`src/rtl/sd_tx_sched.sv`:
```
// sd_tx_sched: turns decoded master commands into one-cycle slave status/data packet requests,
// with a post-message gap. Define SD_TX_SCHED_WDT_EN to add the message-end watchdog.
module sd_tx_sched #(
  parameter int GAP_CYCLES = 8,
  parameter int WDT_CYCLES = 4096
) (
  input  logic       clk,
  input  logic       rst,
  input  logic       cmd_s,
  input  logic       cmd_d,
  input  logic       rx_err_in,
  input  logic       sd_d_tx_rdy,
  input  logic       cd_busy,
  input  logic       msg_end,
  output logic       sd_s_req,
  output logic       sd_d_req,
  output logic       rx_err,
  output logic       sched_busy,
  output logic [7:0] drop_cnt,
  output logic       wdt_err,
  output logic [1:0] dbg_state_o
);

  // Handshake: cmd_s, cmd_d, rx_err_in, sd_s_req, sd_d_req and wdt_err are single-cycle pulses
  // with no back-pressure; cd_busy, sd_d_tx_rdy and msg_end are levels sampled every cycle.

  localparam logic [1:0] ST_IDLE  = 2'd0;
  localparam logic [1:0] ST_ISSUE = 2'd1;
  localparam logic [1:0] ST_WAIT  = 2'd2;
  localparam logic [1:0] ST_GAP   = 2'd3;

  localparam logic [7:0] GAP_LAST = 8'(GAP_CYCLES - 1);

  logic [1:0] state_q, state_d;
  logic       pend_s_q, pend_s_d;
  logic       pend_d_q, pend_d_d;
  logic       s_req_q, s_req_d;
  logic       d_req_q, d_req_d;
  logic       rx_err_q, rx_err_d;
  logic       busy_q, busy_d;
  logic [7:0] drop_q, drop_d;
  logic [7:0] gap_cnt_q, gap_cnt_d;
  logic       drop_s_hit, drop_d_hit;
  logic [8:0] drop_sum;
  logic       grant;

`ifdef SD_TX_SCHED_WDT_EN
  localparam logic [15:0] WDT_LAST = 16'(WDT_CYCLES - 1);
  logic [15:0] wdt_cnt_q, wdt_cnt_d;
  logic        wdt_err_q, wdt_err_d;
`endif

  // A command landing in the grant cycle starts a fresh pending request, so it is not a drop.
  always_comb begin
    drop_s_hit = cmd_s & pend_s_q & (state_q != ST_ISSUE);
    drop_d_hit = cmd_d & pend_d_q & (state_q != ST_ISSUE);
    drop_sum   = {1'b0, drop_q} + {8'd0, drop_s_hit} + {8'd0, drop_d_hit};
    drop_d     = drop_sum[8] ? 8'hFF : drop_sum[7:0];
  end

  // Set wins over clear so an error seen alongside a request is reported with the next one.
  assign rx_err_d = rx_err_in | (rx_err_q & ~(s_req_q | d_req_q));

  assign grant = pend_s_q | pend_d_q;

  always_comb begin
    state_d   = state_q;
    pend_s_d  = pend_s_q | cmd_s;
    pend_d_d  = pend_d_q | cmd_d;
    s_req_d   = 1'b0;
    d_req_d   = 1'b0;
    gap_cnt_d = gap_cnt_q;
`ifdef SD_TX_SCHED_WDT_EN
    wdt_cnt_d = wdt_cnt_q;
    wdt_err_d = 1'b0;
`endif
    case (state_q)
      ST_IDLE: begin
        if ((pend_s_d | pend_d_d) && !cd_busy) begin
          state_d = ST_ISSUE;
        end
      end
      ST_ISSUE: begin
        if (grant) begin
          if (pend_d_q && sd_d_tx_rdy) begin
            d_req_d = 1'b1;
          end else begin
            s_req_d = 1'b1;
          end
          pend_s_d = cmd_s;
          pend_d_d = cmd_d;
          state_d  = ST_WAIT;
        end else begin
          state_d = ST_IDLE;
        end
`ifdef SD_TX_SCHED_WDT_EN
        wdt_cnt_d = 16'd0;
`endif
      end
      ST_WAIT: begin
        if (msg_end) begin
          state_d   = ST_GAP;
          gap_cnt_d = 8'd0;
        end
`ifdef SD_TX_SCHED_WDT_EN
        else if (wdt_cnt_q == WDT_LAST) begin
          state_d   = ST_GAP;
          gap_cnt_d = 8'd0;
          wdt_err_d = 1'b1;
        end else begin
          wdt_cnt_d = wdt_cnt_q + 16'd1;
        end
`endif
      end
      ST_GAP: begin
        if (gap_cnt_q == GAP_LAST) begin
          state_d   = ST_IDLE;
          gap_cnt_d = 8'd0;
        end else begin
          gap_cnt_d = gap_cnt_q + 8'd1;
        end
      end
      default: begin
        state_d = ST_IDLE;
      end
    endcase
    busy_d = (state_d != ST_IDLE);
  end

  always_ff @(posedge clk) begin
    if (rst) begin
      state_q   <= ST_IDLE;
      pend_s_q  <= 1'b0;
      pend_d_q  <= 1'b0;
      s_req_q   <= 1'b0;
      d_req_q   <= 1'b0;
      rx_err_q  <= 1'b0;
      busy_q    <= 1'b0;
      drop_q    <= 8'd0;
      gap_cnt_q <= 8'd0;
    end else begin
      state_q   <= state_d;
      pend_s_q  <= pend_s_d;
      pend_d_q  <= pend_d_d;
      s_req_q   <= s_req_d;
      d_req_q   <= d_req_d;
      rx_err_q  <= rx_err_d;
      busy_q    <= busy_d;
      drop_q    <= drop_d;
      gap_cnt_q <= gap_cnt_d;
    end
  end

`ifdef SD_TX_SCHED_WDT_EN
  always_ff @(posedge clk) begin
    if (rst) begin
      wdt_cnt_q <= 16'd0;
      wdt_err_q <= 1'b0;
    end else begin
      wdt_cnt_q <= wdt_cnt_d;
      wdt_err_q <= wdt_err_d;
    end
  end
  assign wdt_err = wdt_err_q;
`else
  assign wdt_err = 1'b0;
`endif

  assign sd_s_req    = s_req_q;
  assign sd_d_req    = d_req_q;
  assign rx_err      = rx_err_q;
  assign sched_busy  = busy_q;
  assign drop_cnt    = drop_q;
  assign dbg_state_o = state_q;

endmodule

```
`config.mk`:
```
export PLATFORM = sky130hd
export DESIGN_NAME = sd_tx_sched
export DESIGN_NICKNAME = d
export VERILOG_FILES = /design/src/rtl/sd_tx_sched.sv
export SDC_FILE = /design/constraint.sdc
export NUM_CORES = 1
export LEC_CHECK = 0
export BUFFER_PORTS_ARGS = -buffer_cell sky130_fd_sc_hd__buf_2
export CAP_MARGIN = 20
export CELL_PAD_IN_SITES_DETAIL_PLACEMENT = 1
export CELL_PAD_IN_SITES_GLOBAL_PLACEMENT = 1
export CORE_ASPECT_RATIO = 1.25
export CORE_MARGIN = 4
export CORE_UTILIZATION = 38
export CTS_BUF_LIST = sky130_fd_sc_hd__clkbuf_8
export CTS_CLUSTER_SIZE = 28
export DETAILED_ROUTE_END_ITERATION = 8
export PLACE_DENSITY = 0.86
export SETUP_SLACK_MARGIN = 0.5
export SYNTH_ARGS = -nofsm -noshare
export SYNTH_HDL_FRONTEND = slang
export SYNTH_SLANG_ARGS = --single-unit
```
`constraint.sdc`:
```
create_clock -name clk -period 1.97 [get_ports clk]
set_input_delay 0.0985 -clock clk [delete_from_list [all_inputs] [get_ports clk]]
set_output_delay 0.0985 -clock clk [all_outputs]
set_load 0.1 [all_outputs]
```
* Word-level counts from Yosys, hierarchy flattened
Cells that the tools add are included.
Storage, ports and cells: register bits after elaboration 24, input bits 8
Operators by class: add/sub/neg operators 3, equal/unequal tests 6, muxes and demuxes 15, bitwise gates (word level) 14, reductions and logical operators 8
Operators by type and width (number):
- $mux 8 | 3
- $pmux 8 s2 | 1
- $add 8x1->9 | 1
- $add 9x1->9 | 1
- $add 8x1->8 const B | 1
- $eq 8x3->1 const B | 1
- $mux 2 | 4
- $pmux 2 s4 | 1
- $mux 1 | 6
- $or 1x1->1 | 6
- $and 1x1->1 | 5
- $eq 2x2->1 const B | 2
- $reduce_bool 2->1 | 2
- $not 1->1 | 3
- $reduce_or 3->1 | 1
- $eq 2x1->1 const B | 1
- $logic_and 1x1->1 | 2
- $logic_not 2->1 | 1
- $ne 2x1->1 const B | 1
- $ne 2x2->1 const B | 1
- $reduce_and 2->1 | 1
- $logic_not 1->1 | 1

* Logic depth before layout (Yosys ltp)
word-level depth 6, depth in mapped cells 7

* Least setup slack after synthesis
No wires, ideal clock.
path type flip-flop to flip-flop, from register state_q[0], in the netlist dbg_state_o[0], to register drop_q[4], in the netlist drop_cnt[4], arrival 2827 ps, required time 1899 ps, setup slack -928 ps, stages on the path, launching flop included 8, buffers on the path 0, clock period less this slack 2898 ps, cell sequence dfxtp_1 -> nand2b_1 -> and3_1 -> fa_1 -> ha_1 -> and4_1 -> or2_2 -> a21oi_1
Between the ends: word-level cells in the longest chain between the ends 5
Ends and longest elaborated chain:
- start, declared | line 34 | logic [1:0] state_q, state_d;
- start signal, assigned | line 142 | state_q <= state_d;
- $ne 2x1->1 * | line 55, 56
- $and 1x1->1 | line 55 | drop_s_hit = cmd_s & pend_s_q & (state_q != ST_ISSUE);
- $add 8x1->9 | line 57 | drop_sum = {1'b0, drop_q} + {8'd0, drop_s_hit} + {8'd0, drop_d_hit};
- $add 9x1->9 * | line 57
- $mux 8 * | line 58 | drop_d = drop_sum[8] ? 8'hFF : drop_sum[7:0];
- end signal, assigned | line 149 | drop_q <= drop_d;
- end, declared | line 41 | logic [7:0] drop_q, drop_d;
Every way passes the cells marked *; elsewhere a longest branch is shown, timed or not. A chain may end at the register's enable or synchronous reset.

* Final worst setup path
from register state_q[1], in the netlist dbg_state_o[1], to register drop_q[4], in the netlist drop_cnt[4]
The elaborated chain is that of the path after synthesis.

==> run_results.csv <==
group,metric,value,unit
yosys,synth.most_common_cell,"dfxtp_1",
floorplan,initial_core_util,0.400,
worst_hold_path,hold_path_depth,3,
clock_network,cts_tree,"built",
global_route,grt-ovfl-total,0,
power,power.density,795,mW/mm^2
timing,setup_viol,0,
yosys,synth_top_cells_by_area,"dfxtp_1 (44%), a21oi_1 (7.4%), nor2_1 (3.8%)",
floorplan,fp-row-count,21,
yosys,synth_edf_count,0,
route,vias,956,
worst_hold_path,hold_class,"input pin to flip-flop",
global_route,antenna_found_initial,0,
finish,antenna_cells,0,
clock_network,clock_latency,0.27,ns
yosys,synth-main-ff-cell,"dfxtp_1",
global_route,grt_pass1_wl,4910,um
yosys,synth_nets,127,
yosys,synth_cells,116,
floorplan,die_area,0.00377,sq mm
placed_design,place_congestion,0.719,
yosys,ys_seq_elements,24,
route,remaining_drc_errors,0,
timing,hold_ws,0.0401,ns
yosys,avgSynthCellArea,9.34,sq um
floorplan,ios,23,
timing,fmax,0.541,GHz
timing,clock-skew-final,0.00483,ns
power,worst_ir_drop_vdd,420,uV
clock_network,cts_buffers,3,
timing,hold_viol,0,
timing,maxSlewViolCount,0,
placed_design,place_hpwl,2010,um
power,p_leak,0.543,nW
route,drtAntennaViolNets,0,
route,drt_iter0_drc,24,
yosys,yosysSeqAreaShare,0.443,
yosys,yosysTopAreaCell,"dfxtp_1",
clock_network,cts.hold.buffers_added,0,
placed_design,io_buffers,21,
yosys,ys_warn_count,0,
floorplan,coreArea,0.00271,sq mm
global_route,grt_max_degree,22,
yosys,synthArstFlopShare,0,
floorplan,die_width,55.8,um
yosys,synthTopCellsByCount,"dfxtp_1 (24), a21oi_1 (16), nor2_1 (11)",
finish,syn_to_final_growth,34.6,%
global_route,grt_util_all_layers,0.162,
timing,rsz0062_at_grt,"yes",
clock_network,clockRootBuffer,"clkbuf_8",
timing,min_period,1.85,ns
finish,n_fill_cell,320,
critical_path,worst_setup_path_end_kind,"flip-flop",
route,via_per_inst,5.40,
clock_network,clock_path_buffers,2,
clock_network,cts.htree.levels,1,
floorplan,die_h,67.7,um
yosys,synth_cell_type_count,37,
route,routedWlPerCell,16.8,um
critical_path,arrival,2.05,ns
clock_network,clk_pin_slew_worst_paths,0.09,ns
critical_path,critPathMaxFanout,5,
global_route,grt_pass1_vias,1031,
route,drt_pass1_iterations,3,
yosys,synth_top_area_frac,0.443,
yosys,syn_area,0.00108,sq mm
critical_path,worstPathRequired,2.18,ns
critical_path,critPathKind,"flip-flop to flip-flop",
status,status,"completed",
finish,nets,155,
timing,post-route-period-util,0.938,
route,wirelength,2970,um
critical_path,rr_worst_depth,7,
timing,tns,0,ns
timing,tightest_slew,0.612,ns
job,drv_cap,0,
timing,slew_headroom,0.590,
finish,drive_above_1_share,0.392,
critical_path,critPathLaunchType,"flip-flop",
clock_network,clock-sinks,24,
## per-stage QoR
step,setup slack [ns],std cells,instance area [sq um],power (mW),util
6_report,0.121,177,1460,1.16,0.539
5_1_grt,0.0578,177,1460,1.21,0.539
4_1_cts,0.0934,176,1420,1.16,0.523
3_5_place_dp,0.0678,168,1270,0.720,0.469
3_3_place_gp,0.160,168,1270,0.714,0.469
2_1_floorplan,0.0202,116,1140,0.683,-
## layout make-up
class / instances / area, sq um / share of cell area
tap: 34 / 42.5 / 0.0292
clock buffer: 3 / 41.3 / 0.0283
inverter: 4 / 15.0 / 0.0103
multi-input combinational: 85 / 678 / 0.465
clock inverter: 1 / 30.0 / 0.0206
timing repair buffer: 26 / 155 / 0.106
sequential: 24 / 497 / 0.340
## kinds of logic (layout without fill, tap and decap cells)
group | count (synthesis) | after routing | synth area share
AO/OA/AOI/OAI | 28 | 28 | 0.166
XOR/XNOR | 5 | 5 | 0.0404
adder cells (fa/ha/maj) | 3 | 3 | 0.0416
buffers and inverters | 7 | 34 | 0.0289
flip-flops | 24 | 24 | 0.443
multiplexers | 3 | 3 | 0.0277
other | 1 | 1 | 0.00346
AND/OR/NAND/NOR | 45 | 45 | 0.248
## what timing repair did
action / 4_1_cts / 5_1_grt
endpoints found under the setup margin: 18 / 16
pin swaps: 5 / 5
resized for setup: 8 / 7
buffers inserted: 4 / 1
## state kept, by name (all words and copies together), names as in the netlist
name and cells:
sd_d_req 1, rx_err 1, dbg_state_o 2, pend_s_q 1
pend_d_q 1, gap_cnt_q 8, drop_cnt 8, sd_s_req 1
sched_busy 1
## final timing paths
check | from | to | slack (ns)
max | dbg_state_o[1] | drop_cnt[4] | 0.12
min | rx_err_in | rx_err | 0.04
max reg2reg | dbg_state_o[1] | drop_cnt[4] | 0.12
min reg2reg | gap_cnt_q[0] | gap_cnt_q[0] | 0.48
## cell usage in the layout (no fill, tap or decap), drive strengths merged
| master | n |
|---|---|
| nor2 | 11 |
| ha | 2 |
| nor3 | 3 |
| or4 | 1 |
| nor3b | 1 |
| a31oi | 1 |
| and3 | 4 |
| mux2i | 3 |
| nand2b | 1 |
| fa | 1 |
| inv | 4 |
| nand3b | 1 |
| nand4 | 2 |
| nor4 | 1 |
| dfxtp | 24 |
| conb | 1 |
| a211oi | 3 |
| o21ai | 2 |
| xnor2 | 4 |
| xor2 | 1 |
| or2 | 1 |
| nor4b | 2 |
| nand3 | 7 |
| and2 | 1 |
| a22oi | 2 |
| buf | 26 |
| nand2 | 6 |
| o21a | 1 |
| a21oi | 17 |
| clkbuf | 3 |
| and4 | 3 |
| bufinv | 1 |
| a22o | 2 |
## report_power, final
group / switching (mW) / internal (mW)
sequential: 0.0176 / 0.500
clock: 0.169 / 0.272
combinational: 0.155 / 0.0477
## per-layer routing
layer | share of wire | GRT usage
met1 | 0.41 | 0.189
met2 | 0.55 | 0.299
met3 | 0.026 | 0.0287
met4 | 0.011 | 0.0547
met5 | 0 | 0
## critical path, cell delays in order, from the launching register on
cell,delay [ns]
dfxtp_4,0.35
nand2b_4,0.15
and3_4,0.17
fa_2,0.37
ha_4,0.18
and4_4,0.21
or2_4,0.23
a21oi_2,0.12
Note: power is estimated with default switching activity, not from simulation.
